## config.mk

```make
export PLATFORM = sky130hd
export DESIGN_NAME = instr_loader
export DESIGN_NICKNAME = d
export VERILOG_FILES = /design/src/rtl/instr_loader.sv
export SDC_FILE = /design/constraint.sdc
export NUM_CORES = 1
export LEC_CHECK = 0
export ABC_AREA = 0
export CORE_UTILIZATION = 40
export CTS_BUF_LIST = sky130_fd_sc_hd__clkbuf_4
export CTS_CLUSTER_SIZE = 30
export DETAILED_ROUTE_END_ITERATION = 12
export HOLD_SLACK_MARGIN = 0.15
export PLACE_DENSITY = 0.67
export REMOVE_ABC_BUFFERS = 1
export SYNTH_ARGS = -nofsm -noshare
export SYNTH_HDL_FRONTEND = slang
export SYNTH_SLANG_ARGS = --single-unit
```

## constraint.sdc

```tcl
create_clock -name clk -period 1.9 [get_ports clk]
set_input_delay 0.38 -clock clk [delete_from_list [all_inputs] [get_ports clk]]
set_output_delay 0.38 -clock clk [all_outputs]
set_load 0.02 [all_outputs]
```

## src/rtl/instr_loader.sv

```systemverilog
// instr_loader: write side of instruction memory.
// Packs a serial byte stream (LSB first) into 32-bit little-endian words and
// writes them at consecutive word addresses starting at BASE_ADDR. The CPU is
// held from the accepted start until the load completes, so fetch never sees a
// partial image.
module instr_loader #(
  parameter int unsigned           DATA_WIDTH = 32,
  parameter int unsigned           ADDR_WIDTH = 32,
  parameter int unsigned           MEM_SIZE   = 512,
  parameter logic [ADDR_WIDTH-1:0] BASE_ADDR  = '0
) (
  input  logic                  clk,
  input  logic                  rst,
  input  logic                  start,
  input  logic [15:0]           word_count,
  input  logic                  byte_valid,
  input  logic [7:0]            byte_data,
  output logic                  byte_ready,
  output logic                  wr_en,
  output logic [ADDR_WIDTH-1:0] wr_addr,
  output logic [DATA_WIDTH-1:0] wr_data,
  output logic                  cpu_hold,
  output logic                  busy,
  output logic                  done,
  output logic                  overflow
);

  localparam int unsigned      CNT_W        = 16;
  localparam logic [31:0]      MEM_SIZE_32  = 32'(MEM_SIZE);
  localparam logic [CNT_W-1:0] MEM_SIZE_CNT = CNT_W'(MEM_SIZE);

  typedef enum logic [1:0] {
    S_IDLE  = 2'd0,
    S_LOAD  = 2'd1,
    S_WRITE = 2'd2,
    S_DONE  = 2'd3
  } state_e;

  state_e state_q, state_d;

  // Load bookkeeping.
  logic [1:0]       byte_idx_q, byte_idx_d;
  logic [CNT_W-1:0] word_idx_q, word_idx_d;
  logic [CNT_W-1:0] n_q, n_d;
  // The first three bytes of the word in flight; the fourth comes straight
  // from byte_data when the word is assembled.
  logic [2:0][7:0]  slot_q, slot_d;

  // Registered outputs.
  logic                  wr_en_q, wr_en_d;
  logic [ADDR_WIDTH-1:0] wr_addr_q, wr_addr_d;
  logic [DATA_WIDTH-1:0] wr_data_q, wr_data_d;
  logic                  cpu_hold_q, cpu_hold_d;
  logic                  busy_q, busy_d;
  logic                  done_q, done_d;
  logic                  overflow_q, overflow_d;

  // Handshake and start qualification.
  logic             byte_fire;
  logic             start_fire;
  logic             ovf_start;
  logic [CNT_W-1:0] n_start;
  logic             last_word;

  // byte_ready decodes the registered state, so it is glitch-free and known
  // to the source before the edge on which the byte is taken.
  assign byte_ready = (state_q == S_LOAD);
  assign byte_fire  = byte_valid & byte_ready;
  assign start_fire = start & (state_q == S_IDLE);

  // Clamp the requested length to the memory depth; this also bounds wr_addr
  // so it can never wrap past the last word.
  assign ovf_start  = ({16'b0, word_count} > MEM_SIZE_32);
  assign n_start    = ovf_start ? MEM_SIZE_CNT : word_count;
  assign last_word  = ((word_idx_q + 16'd1) == n_q);

  // State register.
  always_ff @(posedge clk) begin
    if (rst) begin
      state_q <= S_IDLE;
    end else begin
      state_q <= state_d;
    end
  end

  // Next-state logic.
  always_comb begin
    // NOTE: every variable assigned in a combinational block gets a default
    // first; a path that leaves it unassigned would infer a latch.
    state_d = state_q;
    unique case (state_q)
      S_IDLE: begin
        if (start_fire) begin
          state_d = (n_start != '0) ? S_LOAD : S_DONE;
        end
      end
      S_LOAD: begin
        if (byte_fire && (byte_idx_q == 2'd3)) begin
          state_d = S_WRITE;
        end
      end
      S_WRITE: begin
        state_d = last_word ? S_DONE : S_LOAD;
      end
      S_DONE: begin
        state_d = S_IDLE;
      end
      default: begin
        state_d = S_IDLE;
      end
    endcase
  end

  // Output and datapath next-values, derived from the current and next state.
  always_comb begin
    byte_idx_d = byte_idx_q;
    word_idx_d = word_idx_q;
    n_d        = n_q;
    slot_d     = slot_q;
    overflow_d = overflow_q;
    wr_addr_d  = wr_addr_q;
    wr_data_d  = wr_data_q;

    if (start_fire) begin
      n_d        = n_start;
      overflow_d = ovf_start;
      word_idx_d = '0;
      byte_idx_d = '0;
    end

    if (byte_fire) begin
      byte_idx_d = byte_idx_q + 2'd1;
      unique case (byte_idx_q)
        2'd0: slot_d[0] = byte_data;
        2'd1: slot_d[1] = byte_data;
        2'd2: slot_d[2] = byte_data;
        default: begin
          // Fourth byte: assemble {b3,b2,b1,b0} and the address for WRITE.
          wr_data_d = {byte_data, slot_q[2], slot_q[1], slot_q[0]};
          wr_addr_d = BASE_ADDR + (ADDR_WIDTH'(word_idx_q) << 2);
        end
      endcase
    end

    if (state_q == S_WRITE) begin
      word_idx_d = word_idx_q + 16'd1;
      byte_idx_d = '0;
    end

    wr_en_d    = (state_d == S_WRITE);
    busy_d     = (state_d == S_LOAD) || (state_d == S_WRITE);
    cpu_hold_d = (state_d != S_IDLE);
    done_d     = (state_d == S_DONE);
  end

  // Datapath and output registers; reset discards any partial word.
  always_ff @(posedge clk) begin
    // NOTE: sequential state uses non-blocking assignments so every register
    // samples pre-edge values regardless of statement order.
    if (rst) begin
      // NOTE: the byte slots are reset too: a reset mid-load must discard the
      // partial word, and they are only a few flops, not a memory array.
      byte_idx_q <= '0;
      word_idx_q <= '0;
      n_q        <= '0;
      slot_q     <= '0;
      wr_en_q    <= 1'b0;
      wr_addr_q  <= '0;
      wr_data_q  <= '0;
      cpu_hold_q <= 1'b0;
      busy_q     <= 1'b0;
      done_q     <= 1'b0;
      overflow_q <= 1'b0;
    end else begin
      byte_idx_q <= byte_idx_d;
      word_idx_q <= word_idx_d;
      n_q        <= n_d;
      slot_q     <= slot_d;
      wr_en_q    <= wr_en_d;
      wr_addr_q  <= wr_addr_d;
      wr_data_q  <= wr_data_d;
      cpu_hold_q <= cpu_hold_d;
      busy_q     <= busy_d;
      done_q     <= done_d;
      overflow_q <= overflow_d;
    end
  end

  assign wr_en    = wr_en_q;
  assign wr_addr  = wr_addr_q;
  assign wr_data  = wr_data_q;
  assign cpu_hold = cpu_hold_q;
  assign busy     = busy_q;
  assign done     = done_q;
  assign overflow = overflow_q;

endmodule

```

==> key figures <==
Global route
  • Largest net degree at the start of global routing: 56
  • Vias in the first global route: 4,425
  • First-pass GRT wire length: 20,400 um
  • Grt total ovfl: 0
  • Antenna violations before repair: 0
  • Overall track demand over capacity in global routing: 0.203

Timing
  • # setup viols final: 5
  • RSZ-0062 raised after global routing: true
  • Hold slack final: 0.223 ns
  • Post-route setup slack: -0.102 ns
  • Top achievable clock speed: 500 MHz
  • Clock Skew: 0.0183 ns
  • Ratio of final minimum period to clock period: 1.05
  • Number of max-slew violations in the final report: 0
  • Clock period minus worst slack: 2.00 ns
  • Final-report hold violation count: 0

Place
  • Instance count after placement with tap cells included: 893
  • HPWL after detailed placement: 9020 um
  • Placer congestion estimate: 0.961
  • Placement-stage worst setup slack: -0.270 ns
  • Number of buffer cells added on primary ports: 81

Power and ir drop
  • Total power: 4.48 mW
  • Peak supply drop: 474 uV
  • Areal power density over the cells: 659 nW/um^2
  • Static leakage: 2.77 nW

Run status
  • Status: finished with violations
  • Failing checks: setup timing

Clock network
  • Clock network latency to the later pin of the worst-skew pair: 0.55 ns
  • Maximum clock path buffer count: 2
  • Clk Tree Root Cell: sky130_fd_sc_hd__clkbuf_4
  • Total CTS buffers: 17
  • Clock slew at reported path FFs: 0.11 ns
  • CTS H-Tree Depth: 4
  • Clock tree from TritonCTS: built
  • Hold buffer count at CTS: 0
  • # clock sinks: 113

Floorplan
  • Floorplan die width: 114 um
  • Number of I/O pins: 98
  • Height of the chip: 114 um
  • Core ar.: 12,100 sq um
  • Die Outline Area: 12,900 sq um
  • Initial standard-cell utilization of the core: 0.412
  • Cell Rows: 40

Synth
  • Part of the Yosys area used for sequential elements: 0.453
  • Asr flop ratio synth: 0
  • Main combinational cell family by area after synthesis: simple AND/OR/NAND/NOR gates
  • Most used flip-flop cell after synthesis: sky130_fd_sc_hd__dfxtp_1
  • Area of the mapped netlist: 4990 sq um
  • Share of the synthesized area in compound gates (AO/OA/AOI/OAI): 0.157
  • Multiplexer share of the synthesized area: 0.00626
  • Library cells used by synthesis: 56
  • Adder and majority gate portion of the synthesized area: 0.0200
  • Number of synthesized flops with an enable pin: 0
  • Synth warnings: 0
  • Post-synthesis simple-gate area fraction: 0.252
  • Flop and latch count out of synthesis: 113
  • Post-Synthesis Cells: 620
  • Post-Syn Area per Cell: 8.05 sq um
  • Xor and xnor area share after synthesis: 0.0281

Critical path
  • CP Max Fanout: 3
  • Most common cell on crit path: sky130_fd_sc_hd__or3_1
  • Slowest stage cell on the critical path: sky130_fd_sc_hd__dfxtp_1
  • Cell Chain, Critical Path: nand2_1 > or3_1 > or3_1 > a21boi_2 > nand4_1 > and2_4 > ha_4 > nor2_2
  • Path type of the worst setup path: reg2reg
  • Depth of the worst register-to-register path: 8
  • Arrival time worst endpoint: 2.49 ns
  • Crit Reg-Reg Endpoint: cpu_hold
  • Buffer and inverter count on the worst path: 0
  • Delay of the slowest cell on the worst path: 0.41 ns
  • Reg2Reg Launch Point: word_idx_q[14]
  • Worst reg2reg setup slack: -0.10 ns
  • Family of cells with the greatest summed delay on the critical path: simple AND/OR/NAND/NOR gates
  • Startpoint class of the critical path: flop
  • Critical path capture point type: flop
  • Required time of the critical path: 2.39 ns

Layout
  • Commonest cells after routing, fill and taps aside: 165 x sky130_fd_sc_hd__nand2_1, 100 x sky130_fd_sc_hd__dfxtp_1, 86 x sky130_fd_sc_hd__a21oi_1
  • Diode count: 0
  • Final standard cell count with taps included and fillers excluded: 935
  • Final core area utilization: 0.562
  • Most frequent standard cell in the layout excluding fill and tap cells: sky130_fd_sc_hd__nand2_1
  • Ratio of cells with drive above 1 in the final layout: 0.220
  • Layout Nets: 790
  • Synthesis-to-finish area growth: 36.3%

Min path
  • Hold EP: n_q[5]
  • Origin of the worst min-delay path: rst
  • Worst hold path cell count: 2
  • Min-Delay Path Class: in2reg

Detailed routing
  • Antenna violation net count after detailed routing: 0
  • DR vias: 4,693
  • Met3 wire len: 675 um
  • Routed wire length on met2: 6260 um
  • Detailed-route DRC error count: 0
  • Drt pass-1 iters: 4
  • Final wirelength: 12,800 um
  • Routed length on met1: 5630 um
  • Via count normalized by instance count: 5.02
  • Top routing layer in use: met4
  • Number of design-rule violations left by the first detailed-router iteration: 279
  • Wirelength per Cell: 13.7 um

Flow run
  • Max-Cap Viols: 0
==> state kept, by name, indices dropped and copies added (netlist names) <==
name and flops:
state_q 2, byte_idx_q 2, cpu_hold 1, word_idx_q 16, n_q 16, wr_data 32, wr_en 1, wr_addr 16
busy 1, slot_q 24, done 1, overflow 1
==> synthesized netlist by cell type (7+ instances only) <==
cell / count / area share
sky130_fd_sc_hd__buf_1: 7 / 0.0053
sky130_fd_sc_hd__nand2_1: 167 / 0.13
sky130_fd_sc_hd__nor2_1: 39 / 0.029
sky130_fd_sc_hd__buf_4: 16 / 0.024
sky130_fd_sc_hd__buf_6: 9 / 0.020
sky130_fd_sc_hd__ha_1: 8 / 0.020
sky130_fd_sc_hd__o21ai_0: 8 / 0.0080
sky130_fd_sc_hd__nand4_1: 7 / 0.0088
sky130_fd_sc_hd__and3_1: 7 / 0.0088
sky130_fd_sc_hd__xor2_1: 10 / 0.018
sky130_fd_sc_hd__a21oi_1: 88 / 0.088
sky130_fd_sc_hd__and2_1: 10 / 0.013
sky130_fd_sc_hd__nor3_1: 13 / 0.013
sky130_fd_sc_hd__clkbuf_1: 22 / 0.017
sky130_fd_sc_hd__a22oi_1: 12 / 0.018
sky130_fd_sc_hd__dfxtp_1: 113 / 0.45
sky130_fd_sc_hd__nand3_1: 8 / 0.0080
==> through the flow <==
stage / setup TNS (ns) / cell area [sq um]
floorplan: -10.65 / 4650
global placement: -0.941 / 6240
detailed placement: -0.984 / 6240
CTS: -0.327 / 6630
global route: -0.841 / 6800
finish: -0.434 / 6800
==> per-layer routing <==
layer,vias to the layer above,GRT usage
li1,2337,-
met1,2195,0.240
met2,135,0.348
met3,26,0.0547
met4,0,0.0868
met5,-,0
==> repair_timing <==
action | 4_1_cts | 5_1_grt
pin swaps | 18 | 15
resized for setup | 86 | 33
endpoints found under the setup margin | 55 | 12
setup buffers | 5 | 5
==> cells by family (layout without fill, tap and decap cells) <==
kind of cell	count (synthesis)	in the layout
and+or+nand+nor	280	280
adders and majority gates	8	8
DFF	113	113
buffers and inverters	67	199
muxes	3	3
other	1	16
AOI/OAI and AO/OA	132	132
xor gates and xnor gates	16	16
==> cell type report <==
class,count,area (sq um)
clock buffer,17,128
clock inverter,15,159
fill,1123,5310
inverter,5,18.8
multi-input combinational,455,2580
sequential,113,2280
tap,168,210
timing repair buffer,162,1430
==> worst max path at each step <==
stage | start | end | slack [ns] | cells past startpoint
3_3_place_gp | word_count[3] | busy | -0.26 | 8
2_1_floorplan | state_q[1] | done | -0.71 | 7
4_1_cts | word_idx_q[1] | busy | -0.11 | 9
3_5_place_dp | word_idx_q[1] | cpu_hold | -0.27 | 8
6_report | word_idx_q[14] | cpu_hold | -0.10 | 8
5_1_grt | word_idx_q[14] | done | -0.19 | 8
==> where the power goes <==
part,switching [mW],internal [mW]
Combinational,0.168,0.119
Sequential,0.0122,2.38
Clock,1.01,0.793
Total,1.19,3.30
==> worst register-to-register path: cells and delay by family, from the launching register on <==
kind | cells | cell delay [ns]
and+or+nand+nor | 6 | 1.26
DFF | 1 | 0.41
adders and majority gates | 1 | 0.15
AOI/OAI and AO/OA | 1 | 0.14
Power figures use the tool's default switching activity.
